===== src/rtl/adc_seq_avg.sv =====
// Conversion sequencer and 2^n result averager for a SAR ADC controller.
// Issues soc, captures data on eoc edges, delivers a rounded average on valid/ready.
module adc_seq_avg #(
    parameter int SIZE         = 12,
    parameter int MAX_AVG_LOG2 = 4,
    parameter int TMO_CYCLES   = 255
) (
    input  logic            clk,
    input  logic            rst_n,
    input  logic            en,
    input  logic            trig,
    input  logic            cont,
    input  logic [2:0]      avg_log2,
    output logic            soc,
    input  logic            eoc,
    input  logic [SIZE-1:0] data_in,
    output logic [SIZE-1:0] result,
    output logic            result_valid,
    input  logic            result_ready,
    output logic            busy,
    output logic            overrun,
    output logic            timeout,
    input  logic            clr_flags
);

    localparam int ACC_W = SIZE + MAX_AVG_LOG2;
    localparam int SUM_W = ACC_W + 1;
    localparam int CNT_W = MAX_AVG_LOG2 + 1;
    localparam int TMO_W = 8;
    localparam logic [2:0]       MAX_N    = 3'(MAX_AVG_LOG2);
    localparam logic [TMO_W-1:0] TMO_LAST = TMO_W'(TMO_CYCLES - 1);

    typedef enum logic [1:0] {
        S_IDLE  = 2'd0,
        S_START = 2'd1,
        S_WAIT  = 2'd2,
        S_DONE  = 2'd3
    } state_t;

    state_t           state_q, state_d;
    logic [2:0]       n_q, n_d;
    logic [ACC_W-1:0] acc_q, acc_d;
    logic [CNT_W-1:0] cnt_q, cnt_d;
    logic [TMO_W-1:0] tmo_q, tmo_d;
    logic [SIZE-1:0]  result_q, result_d;
    logic             valid_q, valid_d;
    logic             overrun_q, overrun_d;
    logic             timeout_q, timeout_d;
    logic             eoc_q;

    logic             eoc_evt;
    logic [2:0]       n_clamp;
    logic             cnt_last;
    logic [SUM_W-1:0] round_add;
    logic [SUM_W-1:0] sum;
    logic [SUM_W-1:0] shifted;
    logic [SIZE-1:0]  avg_sat;

    assign eoc_evt  = eoc & ~eoc_q;
    assign n_clamp  = (avg_log2 > MAX_N) ? MAX_N : avg_log2;
    assign cnt_last = (cnt_q == CNT_W'((32'd1 << n_q) - 32'd1));

    // Half an LSB of the shifted result is added first so the shift rounds half up.
    assign round_add = (n_q == 3'd0) ? '0 : (SUM_W'(1) << (n_q - 3'd1));
    assign sum       = {1'b0, acc_q} + round_add;
    assign shifted   = sum >> n_q;
    assign avg_sat   = (|shifted[SUM_W-1:SIZE]) ? '1 : shifted[SIZE-1:0];

    always_comb begin
        state_d   = state_q;
        n_d       = n_q;
        acc_d     = acc_q;
        cnt_d     = cnt_q;
        tmo_d     = tmo_q;
        result_d  = result_q;
        valid_d   = valid_q;
        overrun_d = overrun_q;
        timeout_d = timeout_q;

        // Clears come first so a flag set later in this block takes priority.
        if (clr_flags) begin
            overrun_d = 1'b0;
            timeout_d = 1'b0;
        end
        if (valid_q && result_ready) begin
            valid_d = 1'b0;
        end

        if (!en) begin
            state_d = S_IDLE;
            acc_d   = '0;
            cnt_d   = '0;
        end else begin
            case (state_q)
                S_IDLE: begin
                    if (trig || cont) begin
                        n_d     = n_clamp;
                        acc_d   = '0;
                        cnt_d   = '0;
                        state_d = S_START;
                    end
                end
                S_START: begin
                    tmo_d   = '0;
                    state_d = S_WAIT;
                end
                S_WAIT: begin
                    if (eoc_evt) begin
                        acc_d   = acc_q + ACC_W'(data_in);
                        cnt_d   = cnt_q + CNT_W'(1);
                        state_d = cnt_last ? S_DONE : S_START;
                    end else if (tmo_q == TMO_LAST) begin
                        timeout_d = 1'b1;
                        acc_d     = '0;
                        cnt_d     = '0;
                        state_d   = S_IDLE;
                    end else begin
                        tmo_d = tmo_q + TMO_W'(1);
                    end
                end
                S_DONE: begin
                    result_d = avg_sat;
                    valid_d  = 1'b1;
                    if (valid_q && !result_ready) begin
                        overrun_d = 1'b1;
                    end
                    if (cont) begin
                        n_d     = n_clamp;
                        acc_d   = '0;
                        cnt_d   = '0;
                        state_d = S_START;
                    end else begin
                        state_d = S_IDLE;
                    end
                end
                default: state_d = S_IDLE;
            endcase
        end
    end

    always_ff @(posedge clk or negedge rst_n) begin
        if (!rst_n) begin
            state_q   <= S_IDLE;
            n_q       <= '0;
            acc_q     <= '0;
            cnt_q     <= '0;
            tmo_q     <= '0;
            result_q  <= '0;
            valid_q   <= 1'b0;
            overrun_q <= 1'b0;
            timeout_q <= 1'b0;
            eoc_q     <= 1'b0;
        end else begin
            state_q   <= state_d;
            n_q       <= n_d;
            acc_q     <= acc_d;
            cnt_q     <= cnt_d;
            tmo_q     <= tmo_d;
            result_q  <= result_d;
            valid_q   <= valid_d;
            overrun_q <= overrun_d;
            timeout_q <= timeout_d;
            eoc_q     <= eoc;
        end
    end

    assign soc          = (state_q == S_START) && en;
    assign busy         = (state_q != S_IDLE);
    assign result       = result_q;
    assign result_valid = valid_q;
    assign overrun      = overrun_q;
    assign timeout      = timeout_q;

endmodule


===== config.mk =====
export PLATFORM = sky130hd
export DESIGN_NAME = adc_seq_avg
export DESIGN_NICKNAME = d
export VERILOG_FILES = /design/src/rtl/adc_seq_avg.sv
export SDC_FILE = /design/constraint.sdc
export NUM_CORES = 1
export LEC_CHECK = 0
export CORE_UTILIZATION = 25
export DETAILED_ROUTE_END_ITERATION = 10
export RECOVER_POWER = 100
export SLEW_MARGIN = 40
export SYNTH_ARGS = -nofsm -noshare
export SYNTH_HDL_FRONTEND = slang
export SYNTH_SLANG_ARGS = --single-unit

===== constraint.sdc =====
create_clock -name clk -period 5.05 [get_ports clk]
set_input_delay 0.7575 -clock clk [delete_from_list [all_inputs] [get_ports clk]]
set_output_delay 0.7575 -clock clk [all_outputs]
set_load 0.1 [all_outputs]

==> results by group <==
Route
  – Routed vias/inst: 5.03
  – DR vias: 3669
  – Number of DRC markers in iteration 0: 187
  – Number of remaining DRC errors: 0
  – Routed WL: 10.3 mm
  – DR WL/cell: 14.1 µm
  – Pre-antenna DRT Iters: 4
  – ANT nets after route: 0

Synthesis
  – Cell with the most instances after synthesis: dfrtp_1
  – Synth cell types: 64
  – Seq cells post-synth: 50
  – Synth async-reset ratio: 100%
  – Cell Area, Synth: 0.00404 mm²
  – Syn_area_per_cell: 8.31 µm²
  – Number of flops mapped to enable cells by yosys: 0
  – Share of the synthesized area in the top cell type: 31.0%
  – Ys flop type: dfrtp_1
  – Synth area leaders: dfrtp_1, ha_1, xor2_1
  – Seq/Total Area, Yosys: 31.0%
  – Top cells by count, synth: dfrtp_1, nor2_1, nand2_1
  – Synth area leader: dfrtp_1
  – Mapped Cells: 486
  – Post-synth net total: 535
  – Synthesis Warnings: 0

Power
  – Leakage power: 1.94 nW
  – Clock Power Share: 22.4%
  – Part of the power in registers: 28.6%
  – Worst vdd ir: 0.000239 V
  – Comb pwr share: 49.0%
  – Sw Pwr: 0.000876 W
  – Switching share of power: 49.1%
  – PwrDens: 381 mW/mm²
  – Internal: 0.000909 W

Timing
  – Fin crit period: 4.23 ns
  – Fmax: 0.236 GHz
  – Slew margin rel.: -84.1%
  – Max Clock Skew: 0.0138 ns
  – Crit share post-route: 83.8%
  – Hold Fails Final Rpt: 0
  – Max-slew violation count: 63
  – RSZ-0062 raised after global routing: false
  – Worst-margin pin slew: 2.76 ns
  – Setup TNS: 0 ns
  – Final Setup Violations: 0

Clocking
  – CTS sink cnt: 50
  – CTS max path bufs: 2
  – CTS clk-pin slew, worst paths: 0.07 ns
  – Max H-tree Level: 2
  – CTS Hold Bufs: 0
  – Clock Root Buffer: clkbuf_16
  – Post-CTS setup buffer count: 0
  – CTS tree: yes
  – Post_cts resized: 0
  – Cts bufs inserted: 5
  – Clock latency on the worst-skew pair: 0.30 ns

Worst setup path
  – Critical Path Start: n_q[0]$_DFFE_PN0P_
  – R2R setup slack: 0.82 ns
  – Reg-to-reg critical path endpoint: result[9]$_DFFE_PN0P_
  – Reg2reg path depth: 13
  – Crit path capture type: flop
  – Critical path type: flop to flop
  – CP Launch Type: flop
  – CP Max Fanout: 21
  – Worst EP required: 5.19 ns
  – Reg-to-reg startpoint: n_q[0]$_DFFE_PN0P_
  – CP arrival: 4.38 ns

Final layout
  – Nets: 561
  – ANT cells: 0
  – Share of cells above drive strength 1: 6.24%
  – Area grow syn2layout: 16.1%
  – Area of the multi-input gates: 0.00261 mm²
  – Post-layout util: 29.6%
  – FILL cells: 1684
  – Register area: 0.00125 mm²

Run status
  – Failing checks: capacitance limit, slew limit
  – Status: finished, violations left

Die
  – Die ar.: 0.0167 mm²
  – Width of the die: 129 µm
  – Row cnt: 46
  – Core area: 0.0158 mm²
  – Initial Util: 25.5%
  – IO Pins: 40
  – Die Span Y: 129 µm

Global route
  – Vias in the first global route: 3495
  – Gr usage total: 13.1%
  – Pin count of the biggest net entering global routing: 51
  – Global-route wire length before repair: 17.5 mm
  – Grt ovf: 0
  – Initial antenna violation count: 0

Placement
  – HPWL after DPL: 7.86 mm
  – PortBufs: 39
  – RePlAce Congestion: 0.830

Flow run
  – Maxcap violations: 2

Worst hold path
  – Worst hold start: result_valid$_DFF_PN0_
  – HP Class: flop to flop
  – Hold Crit Depth: 2
  – Worst Hold End: result_valid$_DFF_PN0_
-- worst max path at each step --
stage / end / slack [ns]
after floorplan: result[9]$_DFFE_PN0P_ / 1.38
after global placement: result[9]$_DFFE_PN0P_ / 1.26
after detailed placement: result[9]$_DFFE_PN0P_ / 1.12
after CTS: result[9]$_DFFE_PN0P_ / 1.10
after global routing: result[1]$_DFFE_PN0P_ / 0.51
final: result[9]$_DFFE_PN0P_ / 0.82
-- power groups by stage --
stage	combinational [W]	clock (W)	sequential [W]
3_5_place_dp	0.000891	0	0.000518
3_3_place_gp	0.000931	0	0.000515
5_1_grt	0.000936	0.000428	0.000521
2_1_floorplan	0.000386	0	0.000844
4_1_cts	0.000896	0.000412	0.000510
6_report	0.000875	0.000400	0.000510
-- worst max-delay path: stages, from the launching register on --
cell      delay (ns)
dfrtp_1         0.36
buf_4           0.21
inv_1           0.25
nand2_1         0.14
nor2_1          0.36
fa_1            0.32
a211oi_1        0.11
o21a_1          0.26
a211oi_2        0.40
nand2_2         0.15
a31o_1          0.24
o22a_1          0.24
o41ai_2         0.84
o22ai_1         0.19
-- area by class of cell --
type                    count  share of cell area [%]
multi-input cells         394                    55.8
clock inverters             3                    1.01
repair buffers             45                    6.83
inverters                  16                    1.28
flip-flops and latches     50                    26.7
clock buffers               5                    2.67
well taps                 216                    5.76
-- metal layers --
metal,track usage [%],vias to the layer above,part of all wire [%]
li1,-,1825,-
met1,18.3,1751,49
met2,20.8,80,45
met3,1.78,13,3.2
met4,4.64,0,1.8
met5,0,-,0
-- cell families after synthesis --
logic type / after synthesis / synth area share [%]
simple gates: 170 / 19.9
xor+xnor: 35 / 7.59
mux: 16 / 4.09
compound gates: 146 / 24.9
buf+inv: 42 / 4.00
fa+ha+maj: 26 / 8.43
other cells: 1 / 0.0929
flops: 50 / 31.0
-- flip-flops by register name, indices dropped and copies added (netlist names) --
register,flops
acc_q,16
result,12
state_q,2
eoc_q,1
timeout,1
n_q,3
result_valid,1
cnt_q,5
tmo_q,8
overrun,1
-- cells in the final DEF (no fill, tap or decap), types with 6 or more instances in the layout --
| cell type | instances |
|---|---|
| a31oi_1 | 7 |
| mux2i_1 | 12 |
| nand4_1 | 7 |
| a211oi_1 | 9 |
| ha_1 | 24 |
| o21ai_0 | 33 |
| xor2_1 | 21 |
| a21o_1 | 8 |
| clkbuf_1 | 18 |
| xnor2_1 | 14 |
| inv_1 | 14 |
| nand2_1 | 44 |
| a21oi_1 | 32 |
| dfrtp_1 | 50 |
| or3_1 | 6 |
| o21a_1 | 6 |
| nor3_1 | 13 |
| clkdlybuf4s50_1 | 17 |
| nor2_1 | 48 |
| nand3_1 | 22 |
-- per-stage QoR --
stage               setup slack (ns)  total power (W)  hold slack, ns  std cells  instance area, µm²
floorplan                       1.38          0.00123           0.462        486                4040
global placement                1.26          0.00145           0.509        721                4640
detailed placement              1.12          0.00141           0.513        721                4560
CTS                             1.10          0.00182           0.532        729                4740
global route                   0.511          0.00188           0.565        729                4690
finish                         0.816          0.00178           0.530        729                4690
Note: power is estimated with default switching activity, not from simulation.
